--- src/rtl/scale_up64_stream.sv ---
// ---------------------------------------------------------------------------
// scale_up64_stream
//
// Streaming complex float32 up-scaler. Each sample's real and imaginary parts
// are multiplied by 2^SHIFT by adding SHIFT to the biased exponent. This
// undoes the divide-by-64 normalisation applied inside the radix-5 datapath.
// Samples move through a two-stage valid/ready pipeline with one global
// advance enable.
//
// Per-part rules:
//   exponent 255 (Inf/NaN)    : word passes through unchanged, no overflow
//   exponent 0 (zero/denormal): flushed to signed zero, no overflow
//   exponent + SHIFT >= 255   : overflow, output saturates (see below)
//   otherwise                 : exponent replaced by exponent + SHIFT
//
// Build option (macro SCALE_SAT_FINITE_EN):
//   defined   : an overflowing part becomes the largest finite value, s,FE,7FFFFF
//   undefined : an overflowing part becomes signed infinity,        s,FF,000000
//
// Parameters:
//   SHIFT  exponent increment, legal range 0..253 (default 6, i.e. x64)
//   CNT_W  width of the overflow counter
//
// Ports:
//   clk        clock, rising edge
//   rst        synchronous reset, active-high
//   in_valid   input sample valid
//   in_ready   block can accept a sample this cycle (combinational)
//   in_re      real part, float32
//   in_img     imaginary part, float32
//   out_valid  output sample valid
//   out_ready  downstream accepts the output sample
//   out_re     scaled real part
//   out_img    scaled imaginary part
//   out_ovf    at least one part of the current output overflowed
//   cnt_clr    synchronous clear of ovf_count (wins over an increment)
//   ovf_count  number of delivered samples with out_ovf=1, saturating
// ---------------------------------------------------------------------------
module scale_up64_stream #(
  parameter int SHIFT = 6,
  parameter int CNT_W = 16
) (
  input  logic             clk,
  input  logic             rst,
  input  logic             in_valid,
  output logic             in_ready,
  input  logic [31:0]      in_re,
  input  logic [31:0]      in_img,
  output logic             out_valid,
  input  logic             out_ready,
  output logic [31:0]      out_re,
  output logic [31:0]      out_img,
  output logic             out_ovf,
  input  logic             cnt_clr,
  output logic [CNT_W-1:0] ovf_count
);

  typedef enum logic [1:0] {
    CLS_NORM = 2'd0,
    CLS_ZERO = 2'd1,
    CLS_SPEC = 2'd2
  } cls_t;

  localparam logic [8:0] SHIFT_9 = 9'(SHIFT);

  logic             en;
  logic             s1_valid_reg;
  logic             out_valid_reg;
  logic             out_ovf_reg;
  logic [CNT_W-1:0] ovf_count_reg;

  // Whole pipeline advances together; an empty output stage never blocks.
  assign en       = !out_valid_reg || out_ready;
  assign in_ready = en;

  // One identical lane per part: gi=0 real, gi=1 imaginary.
  for (genvar gi = 0; gi < 2; gi++) begin : part
    logic [31:0] in_word;
    logic [31:0] s1_word_reg;
    logic [8:0]  s1_t_reg;
    cls_t        s1_cls_reg;
    logic [31:0] s2_word_reg;
    logic [31:0] res_next;
    logic        ovf_next;
    cls_t        cls_next;

    assign in_word = (gi == 0) ? in_re : in_img;

    always_comb begin
      cls_next = CLS_NORM;
      if (in_word[30:23] == 8'hFF) begin
        cls_next = CLS_SPEC;
      end else if (in_word[30:23] == 8'h00) begin
        cls_next = CLS_ZERO;
      end
    end

    // Final word from the stage-1 precomputed sum and class.
    always_comb begin
      res_next = s1_word_reg;
      ovf_next = 1'b0;
      case (s1_cls_reg)
        CLS_SPEC: res_next = s1_word_reg;
        CLS_ZERO: res_next = {s1_word_reg[31], 31'h0};
        default: begin
          if (s1_t_reg >= 9'd255) begin
            ovf_next = 1'b1;
`ifdef SCALE_SAT_FINITE_EN
            res_next = {s1_word_reg[31], 8'hFE, 23'h7FFFFF};
`else
            res_next = {s1_word_reg[31], 8'hFF, 23'h0};
`endif
          end else begin
            res_next = {s1_word_reg[31], s1_t_reg[7:0], s1_word_reg[22:0]};
          end
        end
      endcase
    end

    always_ff @(posedge clk) begin
      if (rst) begin
        s1_word_reg <= 32'h0;
        s1_t_reg    <= 9'h0;
        s1_cls_reg  <= CLS_ZERO;
        s2_word_reg <= 32'h0;
      end else if (en) begin
        s1_word_reg <= in_word;
        s1_t_reg    <= {1'b0, in_word[30:23]} + SHIFT_9;
        s1_cls_reg  <= cls_next;
        s2_word_reg <= res_next;
      end
    end
  end

  always_ff @(posedge clk) begin
    if (rst) begin
      s1_valid_reg  <= 1'b0;
      out_valid_reg <= 1'b0;
      out_ovf_reg   <= 1'b0;
    end else if (en) begin
      s1_valid_reg  <= in_valid;
      out_valid_reg <= s1_valid_reg;
      out_ovf_reg   <= part[0].ovf_next | part[1].ovf_next;
    end
  end

  always_ff @(posedge clk) begin
    if (rst) begin
      ovf_count_reg <= '0;
    end else if (cnt_clr) begin
      ovf_count_reg <= '0;
    end else if (out_valid_reg && out_ready && out_ovf_reg && (ovf_count_reg != '1)) begin
      ovf_count_reg <= ovf_count_reg + 1'b1;
    end
  end

  assign out_valid = out_valid_reg;
  assign out_re    = part[0].s2_word_reg;
  assign out_img   = part[1].s2_word_reg;
  assign out_ovf   = out_ovf_reg;
  assign ovf_count = ovf_count_reg;

endmodule

--- config.mk ---
export PLATFORM = sky130hd
export DESIGN_NAME = scale_up64_stream
export DESIGN_NICKNAME = d
export VERILOG_FILES = /design/src/rtl/scale_up64_stream.sv
export SDC_FILE = /design/constraint.sdc
export NUM_CORES = 1
export LEC_CHECK = 0
export CAP_MARGIN = 20
export CORE_ASPECT_RATIO = 0.9
export CORE_MARGIN = 2
export CORE_UTILIZATION = 45
export DETAILED_ROUTE_END_ITERATION = 10
export PLACE_DENSITY = 0.79
export SLEW_MARGIN = 20
export SYNTH_ARGS = -nofsm -noshare
export SYNTH_HDL_FRONTEND = slang
export SYNTH_SLANG_ARGS = --single-unit
--- constraint.sdc ---
create_clock -name clk -period 5.2 [get_ports clk]
set_clock_uncertainty 0.2 [all_clocks]
set_input_delay 1.04 -clock clk [delete_from_list [all_inputs] [get_ports clk]]
set_output_delay 1.04 -clock clk [all_outputs]
set_load 0.02 [all_outputs]
Yosys cells after proc, flatten, opt, wreduce, memory -nomap -nowiden. Cells that the tools add are included.

Bitwise operators: 1. Order comparisons: 2. Add/sub/neg operators: 3. Multiplexer cells: 12. Equality and inequality tests: 7. Reductions and logical operators: 10.

Operators with widths (number): 31-bit one-hot mux with 2 select lines (2); 31-bit two-way mux (2); 8-bit by 3-bit adder with 9-bit output, second input constant (2); 9-bit by 8-bit greater-or-equal comparator with 1-bit output, second input constant (2); 16-bit by 1-bit adder with 16-bit output, second input constant (1); 8-bit equality test, second input constant (2); 8-bit logical NOT (2); 16-bit inequality test, second input constant (1); 1-bit two-way mux (6); 2-bit OR reduction (3); 2-bit by 1-bit equality test with 1-bit output, second input constant (2); 2-bit equality test, second input constant (2); 2-bit two-way mux (2); 1-bit logical AND (3); 1-bit logical NOT (1); 1-bit logical OR (1); 1-bit OR (1).

Word-level logic and storage cells: 47. Register bits after elaboration: 169.

Longest topological paths before layout.
Depth after elaboration: 4. Mapped depth: 7.

Least setup slack after synthesis. Ideal clock, no wire load.

Path kind: input-to-output. Start: in out_ready. End: out in_ready. Setup slack: 2148 ps. Arrival time: 1812 ps. Cell stages on the path: 4. Buffers on the path: 2. Required time: 3960 ps. Cell sequence: nor2b_2 inv_1 buf_2 buf_1.

Word-level cells in the longest chain between the ends: 1.

RTL lines: from (decl) (line 50) `input logic out_ready,`; 1-bit logical OR (line 73) `assign en = !out_valid_reg || out_ready;`; to (decl) (line 46) `output logic in_ready,`.

Every way passes these cells.

Worst setup path in the final report. Ends and elaborated chain as after synthesis.

==> flow_summary.json <==
{
  "status": "complete, no violations",
  "arrival_ns": 2.32,
  "synth-edff-count": 0,
  "clk_pin_slew_ns": 0.06,
  "synthesis.area_sq_um": 6290,
  "yosys_warnings": 0,
  "root_buffer": "clkbuf_16",
  "finalSetupTns_ns": 0,
  "endpoint_kind": "primary output",
  "r2r_start": "ovf_count[0]",
  "worstSetupPathType": "in -> out",
  "largest_reg_flops": 64,
  "drt_iter0_drc": 444,
  "cpPeakStageDelay_ns": 0.60,
  "num_io_pins": 152,
  "met1_usage_pct": 28.3,
  "synthesis.nets": 801,
  "drc": 0,
  "via_per_inst": 5.47,
  "postCtsSetupRepairBufs": 0,
  "htree_levels": 4,
  "numCtsBuffers": 17,
  "required_ns": 3.96,
  "r2r_slack_ns": 2.92,
  "num_vias": 5661,
  "ctsHoldBuffers": 0,
  "power.leakage_nw": 3.24,
  "start_util_pct": 46.6,
  "rows": 40,
  "syn_to_final_growth_pct": 34.5,
  "clk_latency_ns": 0.42,
  "hold_viol_final": 0,
  "synth.avg_cell_area_sq_um": 8.65,
  "cts_resized": 0,
  "grt.total_usage_pct": 21.0,
  "finalSetupViolCount": 0,
  "fillers": 1182,
  "ir_worst_vdd_mv": 0.227,
  "diodes": 0,
  "fin_crit_ns": 3.56,
  "async_reset_ff_share_pct": 0,
  "power-per-cell-area_nw_per_um2": 336,
  "critPathBufInv": 3,
  "crit_path_start_kind": "input port",
  "finalMaxSlewViolations": 0,
  "grt_busiest_layer": "met2",
  "cp_slowest_cell": "clkdlybuf4s50_1",
  "wl_microns": 15600,
  "ys.flop_type": "dfxtp_1",
  "path_max_fanout": 4,
  "netlist_instances": 727,
  "hold_path_depth": 2,
  "maxCapViolCount": 0,
  "gr-total-overflow": 0,
  "min_delay_worst_endpoint": "part[0].s1_word_reg[5]",
  "fin_nets": 929,
  "cts_tree": "done",
  "slew_headroom_pct": 38.6,
  "critPathTopFamily": "buffers and inverters",
  "yosys.cell_types.count": 43,
  "hold_class": "reg -> reg",
  "drive_above_1_share_pct": 4.97,
  "worst_slew_pin_slew_ns": 0.920,
  "clock_sinks": 167,
  "min_from": "part[0].s1_word_reg[5]",
  "wl_per_cell_microns": 15.1,
  "grt_max_degree": 86,
  "grt_pass1_vias": 5157,
  "design_area_sq_um": 8460,
  "worstRegToRegCells": 5,
  "post-route-util_pct": 62.6,
  "die_y_microns": 116,
  "ant_nets": 0,
  "antenna_found_initial": 0,
  "use_met2_pct": 32.2,
  "worstSetupStartpoint": "out_ready",
  "max_freq_mhz": 281,
  "dr.pass1.iters": 5,
  "grt_pass1_wl_microns": 24900,
  "die_w_microns": 129,
  "cpMostUsedCell": "clkdlybuf4s50_1",
  "clockBufferDepth": 2,
  "r2r_end": "ovf_count[9]",
  "fp.dieArea_sq_um": 14900,
  "finalWeightedCongestion": 0.818,
  "power_mw": 2.84,
  "period_share_pct": 68.5,
  "io_buffers": 151,
  "dpl.hpwl_microns": 10000,
  "met3_usage_pct": 6.32,
  "ys_ff_latch": 167,
  "place_area_sq_um": 7880,
  "cp_cell_sequence": "clkdlybuf4s50_1 > nor2b_4 > clkinv_2 > clkdlybuf4s50_1",
  "core_area_sq_um": 13500,
  "grt_setup_unrepaired": "false",
  "synth-seq-area-share_pct": 53.1
}
==> worst max-delay path by stage <==
stage,end,slack [ns],depth (start not counted)
6_report,in_ready,1.64,4
5_1_grt,in_ready,1.58,4
4_1_cts,in_ready,1.63,4
3_5_place_dp,in_ready,1.63,4
3_3_place_gp,in_ready,1.65,4
2_1_floorplan,in_ready,2.15,4
==> through the flow <==
stage | hold slack (ns) | setup WS (ns) | std cells
CTS | 0.249 | 1.63 | 1033
global route | 0.265 | 1.58 | 1034
finish | 0.248 | 1.64 | 1034
floorplan | 0.227 | 2.15 | 727
detailed placement | 0.241 | 1.63 | 1003
global placement | 0.236 | 1.65 | 1003
==> area by class of cell <==
cell class              count  area, sq um  share of cell area (%)
clock buffers              22          464                    5.48
clock inverters             8         98.8                    1.17
inverters                  13         50.0                   0.591
multi-input cells         498         2720                    32.2
flip-flops and latches    167         3340                    39.5
well taps                 168          210                    2.48
repair buffers            158         1570                    18.6
==> tightest hold or removal path: cells and delay by family, from the launching register on <==
kind             cells  cell delay [ns]
flip-flops           1             0.31
AND/OR/NAND/NOR      1             0.05
AO/OA/AOI/OAI        1             0.05
==> logic make-up (layout without fill, tap and decap cells) <==
family | after synthesis | in the layout | share of synthesized area, %
and+or+nand+nor | 265 | 265 | 18.9
adders and majority gates | 5 | 5 | 0.994
DFF | 167 | 167 | 53.1
buffers and inverters | 62 | 201 | 3.98
AOI/OAI and AO/OA | 219 | 219 | 21.7
muxes | 3 | 3 | 0.477
xor gates and xnor gates | 6 | 6 | 0.835
==> power by group <==
| part | total, mW | switching [mW] | internal, mW |
|---|---|---|---|
| combinational | 0.260 | 0.135 | 0.125 |
| sequential | 1.37 | 0.0341 | 1.34 |
| clock | 1.21 | 0.483 | 0.726 |
==> synthesized netlist by cell type (3+ instances only) <==
cell      number  area share [%]
clkbuf_1      35             2.1
inv_1         13            0.78
dfxtp_1      167              53
nand2_1      161             9.6
a21oi_1      115             9.1
nand3_1        8            0.64
xor2_1         5            0.70
o21ai_0       29             2.3
nand4_1       15             1.5
o31ai_1        4            0.48
nor2_1        34             2.0
and3_1        11             1.1
nor3_1         5            0.40
buf_2          8            0.64
or3_1          8            0.80
a311oi_1       3            0.42
ha_1           5            0.99
mux2i_1        3            0.48
a22o_1        46             6.4
buf_1          5            0.30
a211oi_1       9             1.1
or4_1          6            0.72
nor4_1         8            0.80
==> placed cells by master, fill, tap and decap left out, drive strengths merged, types with 2 or more instances in the layout <==
master and count:
nand4 16, o31ai 4, bufinv 2, o41ai 3
nand3 8, or4 6, a21oi 115, nand2 161
xor2 5, clkinv 4, a311oi 3, o211ai 2
mux2i 3, inv 13, clkbuf 22, nor3 5
ha 5, or2 2, a22o 46, nor2b 2
buf 8, o2111ai 2, or3 8, nor2 35
and3 11, clkdlybuf4s50 150, dfxtp 167, nor4 9
o21ai 29, a211oi 9, clkinvlp 2, o311ai 2
==> layer usage <==
layer  part of all wire [%]  up-vias
met5                      0        -
met4                    1.6        0
met3                    7.1       21
met2                     45      203
met1                     46     2616
li1                       -     2821
No activity file was read; power rests on OpenSTA's default activity.
